`src/rtl/match_report_pkg.sv`:
```
// Shared defaults and report entry layout for the match reporter.
package match_report_pkg;

  localparam int unsigned NumEngDefault    = 16;
  localparam int unsigned OfsWDefault      = 16;
  localparam int unsigned FifoDepthDefault = 8;
  localparam int unsigned IdWDefault       = $clog2(NumEngDefault);

  typedef struct packed {
    logic [IdWDefault-1:0]  id;
    logic [OfsWDefault-1:0] ofs;
  } rpt_entry_t;

endpackage

```
`src/rtl/match_report_fifo.sv`:
```
// Report FIFO: synchronous, full/empty flags, head held in a register.
module match_report_fifo
  import match_report_pkg::*;
#(
  parameter int unsigned Depth = FifoDepthDefault
) (
  input  logic       clk,
  input  logic       rst,
  input  logic       push_i,
  input  rpt_entry_t wdata_i,
  input  logic       pop_i,
  output logic       full_o,
  output logic       empty_o,
  output rpt_entry_t head_o
);

  localparam int unsigned PtrW = $clog2(Depth);
  localparam logic [PtrW:0] DepthCnt = (PtrW + 1)'(Depth);

  rpt_entry_t      mem_q [Depth];
  rpt_entry_t      head_q, head_d;
  logic [PtrW-1:0] wr_q, wr_d, rd_q, rd_d;
  logic [PtrW:0]   cnt_q, cnt_d;
  logic            do_push, do_pop;

  assign empty_o = (cnt_q == '0);
  assign full_o  = (cnt_q == DepthCnt);
  assign head_o  = head_q;

  always_comb begin
    do_pop  = pop_i && !empty_o;
    do_push = push_i && (!full_o || do_pop);
    rd_d    = do_pop ? rd_q + 1'b1 : rd_q;
    wr_d    = do_push ? wr_q + 1'b1 : wr_q;
    cnt_d   = cnt_q;
    if (do_push && !do_pop) begin
      cnt_d = cnt_q + 1'b1;
    end else if (!do_push && do_pop) begin
      cnt_d = cnt_q - 1'b1;
    end
    // The write slot equals the new read slot only when the entry being written becomes the head.
    if (cnt_d == '0) begin
      head_d = '0;
    end else if (do_push && (wr_q == rd_d)) begin
      head_d = wdata_i;
    end else begin
      head_d = mem_q[rd_d];
    end
  end

  always_ff @(posedge clk) begin
    if (do_push) begin
      mem_q[wr_q] <= wdata_i;
    end
  end

  always_ff @(posedge clk or posedge rst) begin
    if (rst) begin
      wr_q   <= '0;
      rd_q   <= '0;
      cnt_q  <= '0;
      head_q <= '0;
    end else begin
      wr_q   <= wr_d;
      rd_q   <= rd_d;
      cnt_q  <= cnt_d;
      head_q <= head_d;
    end
  end

endmodule

```
`src/rtl/match_report.sv`:
```
// Engine match-line reporter: edge detect, pending set, lowest-index push into a report FIFO.
// Optional drop counter output enabled by defining MATCH_REPORT_DROP_CNT_EN.
module match_report
  import match_report_pkg::*;
#(
  parameter int unsigned NUM_ENG    = NumEngDefault,
  parameter int unsigned OFS_W      = OfsWDefault,
  parameter int unsigned FIFO_DEPTH = FifoDepthDefault
) (
  input  logic                       clk,
  input  logic                       rst,
  input  logic                       sod,
  input  logic                       en,
  input  logic [NUM_ENG-1:0]         match_in,
  output logic                       rpt_valid,
  input  logic                       rpt_ready,
  output logic [$clog2(NUM_ENG)-1:0] rpt_id,
  output logic [OFS_W-1:0]           rpt_ofs,
  output logic                       ovf
`ifdef MATCH_REPORT_DROP_CNT_EN
  ,
  output logic [7:0]                 drop_cnt
`endif
);

  localparam int unsigned IdW = $clog2(NUM_ENG);

  logic [OFS_W-1:0]   byte_cnt_q, byte_cnt_d;
  logic [NUM_ENG-1:0] match_q, match_d, pend_q, pend_d, new_hits;
  logic [OFS_W-1:0]   ofs_q [NUM_ENG];
  logic [OFS_W-1:0]   ofs_d [NUM_ENG];
  logic               ovf_q, ovf_d;
  logic [IdW-1:0]     sel_idx;
  logic               sel_hit, push_req, push_ok, pop;
  logic               fifo_full, fifo_empty;
  rpt_entry_t         push_entry, head;

  always_comb begin
    sel_hit = 1'b0;
    sel_idx = '0;
    for (int i = NUM_ENG - 1; i >= 0; i--) begin
      if (pend_q[i]) begin
        sel_hit = 1'b1;
        sel_idx = IdW'(i);
      end
    end
  end

  // A sod cycle drops what is pending rather than pushing one last entry.
  assign push_req = sel_hit && !sod;
  assign pop      = rpt_valid && rpt_ready;
  assign push_ok  = push_req && (!fifo_full || pop);

  always_comb begin
    push_entry.id  = sel_idx;
    push_entry.ofs = ofs_q[sel_idx];
  end

  always_comb begin
    byte_cnt_d = byte_cnt_q;
    match_d    = match_in;
    pend_d     = pend_q;
    ofs_d      = ofs_q;
    ovf_d      = ovf_q;
    new_hits   = match_in & ~match_q;
    if (sod) begin
      byte_cnt_d = '0;
      match_d    = '0;
      new_hits   = '0;
      pend_d     = '0;
      if (pend_q != '0) begin
        ovf_d = 1'b1;
      end
    end else begin
      if (en && (byte_cnt_q != '1)) begin
        byte_cnt_d = byte_cnt_q + 1'b1;
      end
      if (push_ok) begin
        pend_d[sel_idx] = 1'b0;
      end
      for (int i = 0; i < NUM_ENG; i++) begin
        if (new_hits[i]) begin
          pend_d[i] = 1'b1;
          ofs_d[i]  = byte_cnt_q;
        end
      end
    end
  end

  always_ff @(posedge clk) begin
    ofs_q <= ofs_d;
  end

  always_ff @(posedge clk or posedge rst) begin
    if (rst) begin
      byte_cnt_q <= '0;
      match_q    <= '0;
      pend_q     <= '0;
      ovf_q      <= 1'b0;
    end else begin
      byte_cnt_q <= byte_cnt_d;
      match_q    <= match_d;
      pend_q     <= pend_d;
      ovf_q      <= ovf_d;
    end
  end

`ifdef MATCH_REPORT_DROP_CNT_EN
  logic [7:0]  drop_q, drop_d;
  logic [31:0] drop_sum;

  always_comb begin
    drop_sum = 32'(drop_q) + 32'($countones(pend_q));
    drop_d   = drop_q;
    if (sod && (pend_q != '0)) begin
      drop_d = (drop_sum > 32'd255) ? 8'hFF : drop_sum[7:0];
    end
  end

  always_ff @(posedge clk or posedge rst) begin
    if (rst) begin
      drop_q <= '0;
    end else begin
      drop_q <= drop_d;
    end
  end

  assign drop_cnt = drop_q;
`endif

  match_report_fifo #(
    .Depth(FIFO_DEPTH)
  ) u_fifo (
    .clk    (clk),
    .rst    (rst),
    .push_i (push_ok),
    .wdata_i(push_entry),
    .pop_i  (pop),
    .full_o (fifo_full),
    .empty_o(fifo_empty),
    .head_o (head)
  );

  assign rpt_valid = !fifo_empty;
  assign rpt_id    = head.id;
  assign rpt_ofs   = head.ofs;
  assign ovf       = ovf_q;

endmodule

```
`config.mk`:
```
export PLATFORM = sky130hd
export DESIGN_NAME = match_report
export DESIGN_NICKNAME = d
export VERILOG_FILES = /design/src/rtl/match_report_pkg.sv /design/src/rtl/match_report_fifo.sv /design/src/rtl/match_report.sv
export SDC_FILE = /design/constraint.sdc
export NUM_CORES = 1
export LEC_CHECK = 0
export ABC_AREA = 1
export CORE_UTILIZATION = 50
export DETAILED_ROUTE_END_ITERATION = 10
export DONT_BUFFER_PORTS = 1
export PLACE_DENSITY = 0.76
export SETUP_SLACK_MARGIN = 0.3
export SYNTH_ARGS = -nofsm -noshare
export SYNTH_HDL_FRONTEND = slang
export SYNTH_SLANG_ARGS = --single-unit
```
`constraint.sdc`:
```
create_clock -name clk -period 2.8 [get_ports clk]
set_input_delay 0.56 -clock clk [delete_from_list [all_inputs] [get_ports clk]]
set_output_delay 0.56 -clock clk [all_outputs]
set_load 0.03 [all_outputs]
```
; Word-level counts from Yosys, hierarchy flattened
; Memory sizes are Yosys's and may differ from the RTL's.
; Cells that the tools add are included.
[op_classes]
bitwise = 6
n_lt_le_gt_ge = 3
addsub = 5
n_reduce_logical = 54
n_eq_ne = 3
muxes = 65
[op_table]
columns = op, count
row1 = 16-bit 2-to-1 mux, 7
row2 = 4-bit 2-to-1 mux, 18
row3 = 16-bit binary-select mux with 4-bit select, 1
row4 = 3-bit nonzero test, 16
row5 = 20-bit 2-to-1 mux, 2
row6 = 1-bit 2-to-1 mux, 35
row7 = 2-bit AND reduction, 17
row8 = 16-bit AND, 2
row9 = 16-bit inverter, 2
row10 = "16-bit by 1-bit adder with 16-bit output, second input constant", 1
row11 = "16-bit != test, second input constant", 1
row12 = 16-bit nonzero test, 1
row13 = 1-bit logical AND, 10
row14 = 4-bit zero test, 2
row15 = "3-bit by 1-bit adder with 3-bit output, second input constant", 2
row16 = "5-bit greater-or-equal comparator, second input constant", 1
row17 = 1-bit zero test, 5
row18 = "4-bit by 5-bit < comparator with 1-bit output, second input constant", 1
row19 = 4-bit inverter with 5-bit output, 1
row20 = "4-bit by 1-bit adder with 4-bit output, second input constant", 1
row21 = 1-bit demux with 4-bit select, 1
row22 = "4-bit == test, second input constant", 1
row23 = "4-bit by 1-bit greater-or-equal comparator with 1-bit output, second input constant", 1
row24 = "4-bit by 1-bit subtractor with 4-bit output, second input constant", 1
row25 = other kinds (5), 6
[word_totals]
memories = 1
ram_bits = 160
register_bits = 335
word_cells = 177
inputBits = 21
[memory_table]
columns = memory, words, width, rd, rd_clocked_by_memory_dff, wr, line
row1 = u_fifo.mem_q, 8, 20, 1, 0, 1, match_report_fifo.sv:20  ; rpt_entry_t mem_q [Depth];

; Logic depth before layout (Yosys ltp)
; Gate-level depths: netlist (run 1).
[depth]
ltp_word = 25
depth_mapped = 25
depth_no_buf = 23

; By module
; Synthesis (run 1) repeated with hierarchy kept, for this count alone.
[unflattened]
cells_unflattened = 2050
area_unflattened_um2 = 21624.5
[by_module_without_submodules]
columns = mod, instances, area_per_inst_um2, cells_each
row1 = match_report, 1, 13486.7, 1284
row2 = match_report_fifo, 1, 8137.8, 766

; Least setup slack after synthesis (run 1)
; Ideal clock, no wire load.
[synth_timing]
path_kind = reg-to-reg
start = register u_fifo.cnt_q[0]
end = memory u_fifo.mem_q[0][0] (netlist name) (enable)
n_path_buf = 0
slack_ns = 0.081
arrival_time_ns = 2.323
synth_period_minus_slack_ns = 2.719
path_stages_with_launch = 10
required_ns = 2.403
cell_sequence = dfrtp_1 > inv_1 > ha_1 > nand3_2 > nand2_2 > nand4_1 > nand3_2 > inv_2 > nand2_1 > nor2_1
[synth_via]
elab_chain_len = 8
word_cells_on_any_way = 12
cone_classes = 1 x eq/ne / 2 x mux / 9 x reduce/logical
[synth_lines]
columns = element, line
row1 = "start, declared", match_report_fifo.sv:23  ; logic [PtrW:0] cnt_q, cnt_d;
row2 = "start signal, assigned", match_report_fifo.sv:66  ; cnt_q <= cnt_d;
row3 = 4-bit zero test (*), match_report_fifo.sv:26  ; assign empty_o = (cnt_q == '0);
row4 = 1-bit zero test (*), match_report.sv:144  ; assign rpt_valid = !fifo_empty;
row5 = named net rpt_valid, match_report.sv:15  ; output logic rpt_valid,
row6 = 1-bit logical AND, match_report.sv:51  ; assign pop = rpt_valid && rpt_ready;
row7 = 1-bit logical OR / 1-bit logical AND (equally long branches), "match_report.sv:52, match_report_fifo.sv:31"
row8 = 1-bit logical AND / 1-bit logical OR (equally long branches), "match_report.sv:52, match_report_fifo.sv:32"
row9 = 1-bit logical AND (*), match_report_fifo.sv:32  ; do_push = push_i && (!full_o || do_pop);
row10 = 1-bit 2-to-1 mux (*), match_report_fifo.sv:52  ; if (do_push) begin
row11 = 1-bit 2-to-1 mux (not written as such) (*), match_report_fifo.sv:53  ; mem_q[wr_q] <= wdata_i;
row12 = "end, declared", match_report_fifo.sv:20
; Mark *: on every way through the listed nets, which the timed path passes. The rest lies on a longest branch.

==> metrics.cfg, run 1 <==
[global_route]
grt_use_total_pct = 26.3
overflow = 0
grt_pass1_wl_mm = 89.6
antenna_found_initial = 0
grt_max_degree = 81
first_global_vias = 15800

[outcome]
status = finished, final reports clean

[clock_network]
insertion_delay_ns = 0.60
h-tree-depth = 2
numClockSinks = 495
ctsRootBufferMaster = clkbuf_16
clk_pin_slew_ns = 0.06
cts_tree = yes
cts_inserted_buffers = 50
clock_path_buffers = 3

[floorplan]
io_pins = 43
start_util_pct = 50.7
die_area_mm2 = 0.0446
rows = 76
die-height_um = 211
die_x_um = 211
core_area_mm2 = 0.0431

[setup_path]
endpoint_kind = flop
r2r-start = u_fifo.cnt_q[0]$_DFF_PP0_
cp.arrival_ns = 3.16
worstPathMaxFanout = 8
crit_required_ns = 3.28
path_class = flop to flop
r2r_slack_ns = 0.12
worst_setup_path_start_kind = flop
crit_start = u_fifo.cnt_q[0]$_DFF_PP0_

[flow_run]
max_cap_viol_count = 0

[yosys]
yosysUniqueCellTypes = 40
synth-edff-count = 416
postSynthAreaPerCell_um2 = 10.4
synthFlopType = edfxtp_1
async_flop_share_pct = 16.0
yosysSeqAreaShare_pct = 66.2
ys_warn_count = 0
syn_nets = 2123
netlist_instances = 2096
yosys_register_bits = 495
synthesis.area_mm2 = 0.0219

[drt]
routed_wl_mm = 60.9
via_per_inst = 5.83
drt_iter0_drc = 2580
first_pass_iters = 6
drc = 0
ant_nets = 0
wl_per_cell_um = 21.6
dr_total_vias = 16500

[hold_path]
hp-start = sod
hp-class = input port to flop

[placed_design]
gp_congestion = 0.835
pre_cts_ws_ns = 0.0873
dp.cells = 2655
place_hpwl_mm = 31.6
io_buffers = 0

[timing]
max_freq_mhz = 373
setup_viol = 0
relSlewSlack_pct = 44.9
finalCriticalPeriod_ns = 2.68
fin_setup_tns_ns = 0
rsz0062_at_grt = true
final.period_utilization_pct = 95.8
hold_viol = 0
worst_pin_slew_ns = 0.826
fin_worst_skew_ns = 0.0233
slew_violations = 0
fin_ws_ns = 0.119
hold_slack_ns = 0.0449

[layout]
areaGrowthSynthToFinish_pct = 19.8
layout-drive-gt1-share_pct = 17.1
fin_cells = 2825
antenna_cells = 0
fin_nets = 2226

[power_and_ir_drop]
power.density_mw_per_mm2 = 959
ir_drop_mv = 0.539
p_leak_nw = 10.9

-- path summary, 6_finish.rpt --
path                                                    end  cells after the start
worst max-delay path            u_fifo.head_o[16]$_DFF_PP0_                     17
worst min-delay path                  match_q[14]$_DFF_PP0_                      1
min in group asynchronous             match_q[11]$_DFF_PP0_                      2
worst max register to register  u_fifo.head_o[16]$_DFF_PP0_                     17
worst min register to register        pend_q[0]$_DFFE_PP0P_                      1
max in group asynchronous        u_fifo.head_o[7]$_DFF_PP0_                      3
-- synth_stat cells, types with 3 or more instances --
cell type | count | area share, %
a31oi_1 | 3 | 0.086
nor3_1 | 21 | 0.48
clkbuf_1 | 64 | 1.1
nand2_1 | 389 | 6.7
buf_6 | 7 | 0.36
nor2_2 | 19 | 0.54
nand3_1 | 291 | 6.7
ha_1 | 6 | 0.34
buf_2 | 34 | 0.78
a21oi_1 | 26 | 0.60
xor2_1 | 7 | 0.28
buf_4 | 5 | 0.17
o21ai_1 | 10 | 0.23
or2_2 | 3 | 0.086
o21ai_0 | 29 | 0.66
o211ai_1 | 10 | 0.34
nand3b_1 | 47 | 1.6
buf_1 | 5 | 0.086
inv_1 | 348 | 6.0
nor2_1 | 112 | 1.9
nand2_2 | 4 | 0.11
inv_2 | 9 | 0.15
nand4_1 | 131 | 3.7
edfxtp_1 | 416 | 57
dfrtp_1 | 79 | 9.0
clkinv_1 | 3 | 0.052
-- power breakdown --
group / total (W) / switching, W / internal [W]
Sequential: 0.00972 / 0.000610 / 0.00911
Combinational: 0.00846 / 0.00550 / 0.00295
Clock: 0.00693 / 0.00286 / 0.00406
Total: 0.0251 / 0.00898 / 0.0161
-- state kept, by name, indices dropped and copies added (netlist names) --
signal / flops
match_q: 16
pend_q: 16
u_fifo.head_o: 20
ovf: 1
ofs_q: 256
u_fifo.rd_q: 3
u_fifo.wr_q: 3
byte_cnt_q: 16
u_fifo.cnt_q: 4
u_fifo.mem_q: 160
-- cells in the final DEF (no fill, tap or decap), types with 16 or more instances in the layout --
| cell | count |
|---|---|
| nand3_1 | 288 |
| nand4_1 | 131 |
| buf_4 | 99 |
| nor2_2 | 28 |
| nand2_4 | 16 |
| o21ai_0 | 29 |
| nand2_2 | 35 |
| nand3b_1 | 47 |
| edfxtp_1 | 416 |
| nand2_1 | 341 |
| dfrtp_1 | 79 |
| inv_1 | 341 |
| nor2_4 | 20 |
| clkbuf_16 | 60 |
| nor2_1 | 95 |
| a21oi_1 | 26 |
-- metrics by stage --
stage | total power (W) | cell area (um^2) | utilization, %
5_1_grt | 0.0261 | 26200 | 60.8
2_1_floorplan | 0.0144 | 21900 | -
4_1_cts | 0.0243 | 25600 | 59.4
6_report | 0.0251 | 26200 | 60.8
3_3_place_gp | 0.0162 | 23000 | 53.3
3_5_place_dp | 0.0165 | 23000 | 53.3
-- area by class of cell --
cell class	count	area, um^2
Inverter	360	1370
Tap cell	585	732
Sequential cell	495	14500
Clock inverter	27	295
Multi-Input combinational cell	1138	6080
Timing Repair Buffer	154	1840
Fill cell	3117	16900
Clock buffer	66	1390
-- cells by family (layout without fill, tap and decap cells) --
| logic type | Yosys count | after routing | share of synthesized area [%] |
|---|---|---|---|
| buffers and inverters | 475 | 607 | 8.68 |
| and+or+nand+nor | 1025 | 1037 | 22.2 |
| xor gates and xnor gates | 7 | 7 | 0.281 |
| adders and majority gates | 6 | 6 | 0.343 |
| DFF | 495 | 495 | 66.2 |
| AOI/OAI and AO/OA | 88 | 88 | 2.32 |
-- metal layers --
layer | GRT usage [%] | wire [um] | vias up
met1 | 35.5 | 22800 | 7864
met4 | 11.6 | 2590 | 0
met5 | 0 | 0 | -
met3 | 4.83 | 6870 | 181
met2 | 41.7 | 28700 | 1156
li1 | - | - | 7279
-- worst max-delay path, cell delays in order (launching register included) --
cell and delay, ns:
dfrtp_1 0.34, inv_1 0.08, ha_2 0.20, nand3_2 0.11
nand2_4 0.10, nand4_1 0.11, nand3_2 0.14, buf_4 0.18
nor2_4 0.12, inv_2 0.07, nor4_2 0.18, a21oi_1 0.10
xor2_1 0.16, nor2_1 0.20, nand2_4 0.15, buf_8 0.17
o21ai_0 0.07, nor2_1 0.06
-- repair_timing --
action,4_1_cts,5_1_grt
endpoints found under the hold margin,26,0
cloned,20,13
pin swaps,27,29
setup buffers,28,15
resized for setup,105,51
hold buffers,1,0
setup endpoints to repair,152,166
Power figures use the tool's default switching activity.
==> inputs of run 2 (changes only) <==
--- a/config.mk
+++ b/config.mk
@@ -9,8 +9,7 @@
 export CORE_UTILIZATION = 50
 export DETAILED_ROUTE_END_ITERATION = 10
 export DONT_BUFFER_PORTS = 1
-export PLACE_DENSITY = 0.76
-export SETUP_SLACK_MARGIN = 0.3
+export PLACE_DENSITY = 0.69
 export SYNTH_ARGS = -nofsm -noshare
 export SYNTH_HDL_FRONTEND = slang
 export SYNTH_SLANG_ARGS = --single-unit
==> run 2 against run 1 <==
Against the previous run: clock power shrank 8.4%; sequential power is essentially flat; worst setup slack gained 0.026 ns; combinational power shrank 18%; routed wire length shrank 14%; critical path type unchanged; design area shrank 5.4%; critical path depth shrank 1.
==> metrics.cfg, run 2 (synthesis gave the netlist of run 1 again) <==
[clock_network]
cts_tree = yes
clock_path_buffers = 3
cts_inserted_buffers = 51
insertion_delay_ns = 0.59
clk_pin_slew_ns = 0.06
numClockSinks = 495
h-tree-depth = 2
ctsRootBufferMaster = clkbuf_16

[drt]
wl_per_cell_um = 19.0
ant_nets = 0
drt_iter0_drc = 1573
first_pass_iters = 5
drc = 0
via_per_inst = 5.46
routed_wl_mm = 52.4
dr_total_vias = 15100

[setup_path]
cp.arrival_ns = 3.15
path_class = flop to flop
cpPeakStageDelay_ns = 0.41
endpoint_kind = flop
worstPathMaxFanout = 19
reg2reg_depth = 16
worst_setup_path_start_kind = flop
slowest_stage = dfrtp_1
crit_required_ns = 3.29
path_cells = inv_1 > ha_1 > nand3_2 > nand2_2 > nand4_1 > nand3_2 > nor2_4 > inv_2 > nor4_1 > a21oi_1 > xor2_1 > nor2_1 > nand2_2 > buf_12 > nand2_1 > a21oi_1

[floorplan]
die_x_um = 211
rows = 76
start_util_pct = 50.7
die-height_um = 211
io_pins = 43
die_area_mm2 = 0.0446
core_area_mm2 = 0.0431

[timing]
max_freq_mhz = 377
hold_viol = 0
slew_violations = 0
relSlewSlack_pct = 48.6
finalCriticalPeriod_ns = 2.65
final.period_utilization_pct = 94.8
fin_worst_skew_ns = 0.0209
setup_viol = 0
worst_pin_slew_ns = 0.771

[power_and_ir_drop]
power.density_mw_per_mm2 = 929
ir_drop_mv = 0.756
total_power_w = 0.0230
p_leak_nw = 10.3

[layout]
largest_register_ffs = 256
largest_register = ofs_q
fin_nets = 2162
multi_input_area_mm2 = 0.00568
ff_latch_area_mm2 = 0.0145
antenna_cells = 0
layout-drive-gt1-share_pct = 11.2
layout_commonest_cell = edfxtp_1
layout_common_cells = edfxtp_1 (416), nand2_1 (384), inv_1 (345)
design_area_mm2 = 0.0248
areaGrowthSynthToFinish_pct = 13.3
fill_cells = 3481

[placed_design]
placed_area_mm2 = 0.0231
place_hpwl_mm = 31.5
io_buffers = 0
gp_congestion = 0.829

[hold_path]
hp-class = input port to flop
min_path_cells = 1

[global_route]
grt_pass1_wl_mm = 80.8
first_global_vias = 14300
grt_max_degree = 72
overflow = 0
grt_use_total_pct = 23.8
antenna_found_initial = 0

[outcome]
status = finished, final reports clean

[flow_run]
max_cap_viol_count = 0

run 2: cell count changes in the layout (fill, tap and decap cells not counted), moves of 8 or more:
cell      change
buf_4        -21
nor2_2        -9
clkbuf_1      +8
nand2_4      -15
buf_6        -11
nand2_2      -26
nor2_4        -8
buf_16       -11
nand2_1      +43
run 2: path summary, 6_finish.rpt:
check                                           from                          end  slack, ns
max                        u_fifo.cnt_q[0]$_DFF_PP0_  u_fifo.head_o[15]$_DFF_PP0_       0.15
min                                              sod        match_q[11]$_DFF_PP0_       0.03
max reg2reg                u_fifo.cnt_q[0]$_DFF_PP0_  u_fifo.head_o[15]$_DFF_PP0_       0.15
min reg2reg                    pend_q[0]$_DFFE_PP0P_        pend_q[0]$_DFFE_PP0P_       0.55
max in group asynchronous                        rst   u_fifo.head_o[6]$_DFF_PP0_       1.67
min in group asynchronous                        rst         match_q[7]$_DFF_PP0_       0.44
run 2: final cells by class:
type | count | area share (%)
sequential | 495 | 58.4
multi-input combinational | 1127 | 22.9
clock buffer | 75 | 5.76
clock inverter | 19 | 0.480
tap | 585 | 2.95
timing repair buffer | 100 | 4.00
inverter | 360 | 5.48
run 2: critical path: cells and delay by family, from the launching register on:
family	cells	cell delay, ns
buffers and inverters	3	0.34
and+or+nand+nor	9	1.08
adders and majority gates	1	0.24
DFF	1	0.41
AOI/OAI and AO/OA	2	0.29
xor gates and xnor gates	1	0.18
run 2: metrics by stage:
| stage | util, % | setup TNS (ns) | cells | worst slack [ns] | hold slack, ns |
|---|---|---|---|---|---|
| final | 57.5 | 0 | 2761 | 0.145 | 0.0310 |
| after global routing | 57.5 | -0.0244 | 2761 | -0.0244 | 0.0197 |
| after CTS | 57.1 | 0 | 2757 | 0.136 | 0.00632 |
| after detailed placement | 53.5 | 0 | 2662 | 0.165 | 0.466 |
| after global placement | 53.5 | 0 | 2662 | 0.172 | 0.460 |
| after floorplan | - | 0 | 2096 | 0.0807 | 0.490 |
run 2: where the power goes:
group / internal (W) / total [W] / switching, W / leakage, nW
Clock: 0.00361 / 0.00635 / 0.00274 / 0.754
Combinational: 0.00221 / 0.00696 / 0.00475 / 4.58
Sequential: 0.00911 / 0.00971 / 0.000602 / 4.99
Total: 0.0149 / 0.0230 / 0.00809 / 10.3
run 2: repair_timing:
action,in CTS,in global routing
endpoints found under the hold margin,23,0
buffers inserted,0,1
setup endpoints to repair,0,132
gates resized for setup,0,24
hold buffers,1,0
run 2: layer usage:
metal	routed length [um]	GRT usage, %
met5	0	0
met4	1130	7.10
met1	22200	33.6
met3	4390	4.10
met2	24700	37.7
==> inputs of run 3 (changes only) <==
--- a/config.mk
+++ b/config.mk
@@ -6,10 +6,12 @@
 export NUM_CORES = 1
 export LEC_CHECK = 0
 export ABC_AREA = 1
+export CELL_PAD_IN_SITES_DETAIL_PLACEMENT = 1
+export CELL_PAD_IN_SITES_GLOBAL_PLACEMENT = 1
 export CORE_UTILIZATION = 50
 export DETAILED_ROUTE_END_ITERATION = 10
 export DONT_BUFFER_PORTS = 1
-export PLACE_DENSITY = 0.69
+export PLACE_DENSITY = 0.82
 export SYNTH_ARGS = -nofsm -noshare
 export SYNTH_HDL_FRONTEND = slang
 export SYNTH_SLANG_ARGS = --single-unit
==> constraint.sdc (replaced) <==
create_clock -name clk -period 3.18 [get_ports clk]
set_input_delay 0.636 -clock clk [delete_from_list [all_inputs] [get_ports clk]]
set_output_delay 0.636 -clock clk [all_outputs]
set_load 0.03 [all_outputs]
==> run 3 against run 2 <==
Against the previous run: combinational power decreased by 8.3%; hold slack improved by 0.043 ns; design area decreased by 0.64%; routed wire length increased by 26%; final cell count decreased by 0.76%; sequential power decreased by 11%; flip-flop and latch count unchanged; first-iteration DRC count decreased by 5.5%; maximum frequency decreased by 13%; register-to-register slack about the same; critical path type unchanged; largest power group unchanged.
==> metrics.cfg, run 3 (synthesis gave the netlist of run 1 again) <==
[outcome]
status = finished, final reports clean

[clock_network]
cts_inserted_buffers = 51
clk_pin_slew_ns = 0.06
hold_buffers = 0
insertion_delay_ns = 0.61
numClockSinks = 495
clock_path_buffers = 3
cts_tree = yes
h-tree-depth = 2
ctsRootBufferMaster = clkbuf_16

[layout]
largest_register_ffs = 256
layout-drive-gt1-share_pct = 10.6
layout_common_cells = edfxtp_1 (416), nand2_1 (387), inv_1 (343)
largest_register = ofs_q
layout_commonest_cell = edfxtp_1
ff_latch_area_mm2 = 0.0145
fin_nets = 2139
multi_input_area_mm2 = 0.00566
fill_cells = 4549
antenna_cells = 0
fin_cells = 2740
areaGrowthSynthToFinish_pct = 12.6
finalCoreUtilization_pct = 57.1

[floorplan]
die_x_um = 211
rows = 76
io_pins = 43
core_area_mm2 = 0.0431
die_area_mm2 = 0.0446
die-height_um = 211
start_util_pct = 50.7

[setup_path]
cp.arrival_ns = 3.39
worst_setup_path_start_kind = flop
worstPathMaxFanout = 31
endpoint_kind = flop
crit_required_ns = 3.53
path_class = flop to flop

[drt]
routed_wl_mm = 65.8
drt_iter0_drc = 1486
drc = 0
first_pass_iters = 6
ant_nets = 0
dr_total_vias = 16100
wl_per_cell_um = 24.0
via_per_inst = 5.86

[timing]
setup_viol = 0
relSlewSlack_pct = 41.0
final.period_utilization_pct = 95.5
hold_viol = 0
finalCriticalPeriod_ns = 3.04
fin_setup_tns_ns = 0
max_freq_mhz = 329
worst_pin_slew_ns = 0.884
slew_violations = 0
fin_worst_skew_ns = 0.0179
fin_ws_ns = 0.144

[power_and_ir_drop]
power.density_mw_per_mm2 = 860
ir_drop_mv = 0.575
p_leak_nw = 10.2
total_power_w = 0.0212

[placed_design]
place_hpwl_mm = 38.6
dp.cells = 2640
pre_cts_ws_ns = 0.124
gp_congestion = 0.806
io_buffers = 0

[global_route]
grt_use_total_pct = 30.0
overflow = 0
antenna_found_initial = 0
first_global_vias = 17300
grt_max_degree = 110
grt_pass1_wl_mm = 100

[hold_path]
hp-class = input port to async pin

[flow_run]
max_cap_viol_count = 0

-- run 3: cell types whose count changed in the layout (fill, tap and decap cells not counted), moves of 3 or more --
cell	change
clkinv_2	+5
nand2_2	-4
buf_12	-7
clkbuf_1	-7
nor2_2	-3
clkinvlp_4	+3
clkinv_1	-4
nand2_1	+3
bufinv_16	+5
buf_4	-10
-- run 3: path summary, 6_finish.rpt --
kind                                        start                            to  slack, ns  cells past startpoint
min in group clk                              sod          match_q[9]$_DFF_PP0_       0.09                      1
max reg2reg                pend_q[14]$_DFFE_PP0P_  u_fifo.mem_q[6][9]$_DFFE_PP_       0.14                     23
min reg2reg                 pend_q[9]$_DFFE_PP0P_         pend_q[9]$_DFFE_PP0P_       0.56                      2
min                                           rst         match_q[13]$_DFF_PP0_       0.07                      1
max in group asynchronous                     rst    u_fifo.head_o[2]$_DFF_PP0_       2.36                      2
max                        pend_q[14]$_DFFE_PP0P_  u_fifo.mem_q[6][9]$_DFFE_PP_       0.14                     23
-- run 3: power by group --
| group | leakage (nW) | internal [W] | switching [W] |
|---|---|---|---|
| Sequential | 4.99 | 0.00802 | 0.000575 |
| Clock | 0.834 | 0.00358 | 0.00260 |
| Combinational | 4.42 | 0.00180 | 0.00457 |
| Total | 10.2 | 0.0134 | 0.00775 |
-- run 3: layer usage --
| metal | track usage (%) | vias up | wire, um |
|---|---|---|---|
| met5 | 0 | - | 0 |
| li1 | - | 7082 | - |
| met3 | 4.88 | 180 | 4290 |
| met1 | 36.9 | 8160 | 25700 |
| met4 | 13.3 | 0 | 2480 |
| met2 | 52.1 | 632 | 33300 |
-- run 3: what timing repair did --
item | CTS | global route
resized for setup | 0 | 17
buffers inserted | 0 | 4
setup endpoints to repair | 0 | 113
-- run 3: layout make-up --
class | instances | share of cell area (%)
Clock buffer | 68 | 5.69
Clock inverter | 28 | 1.23
Inverter | 360 | 5.52
Multi-Input combinational cell | 1126 | 23.0
Sequential cell | 495 | 58.8
Tap cell | 585 | 2.97
Timing Repair Buffer | 78 | 2.82
-- run 3: metrics by stage --
step	area, um^2	hold slack (ns)
floorplan	21900	0.490
global placement	22800	0.521
detailed placement	22800	0.534
CTS	24500	0.0663
global route	24600	0.0828
finish	24600	0.0741
-- run 3: worst max-delay path, stage by stage (launching register included) --
cell	delay [ns]
dfrtp_1	0.40
inv_2	0.07
nand2_1	0.07
nand2_1	0.05
nand2_1	0.05
nand2_1	0.04
nand2_1	0.06
nand2_1	0.05
nand2_1	0.06
nand2_1	0.05
nand2_1	0.06
nand2_1	0.07
nand2_1	0.07
nand2_2	0.06
nand2_2	0.14
nand2_8	0.15
nand2_2	0.16
buf_4	0.39
nand3_1	0.13
nand3_1	0.10
nand2_1	0.06
nand2_1	0.21
nor2_4	0.11
buf_4	0.15
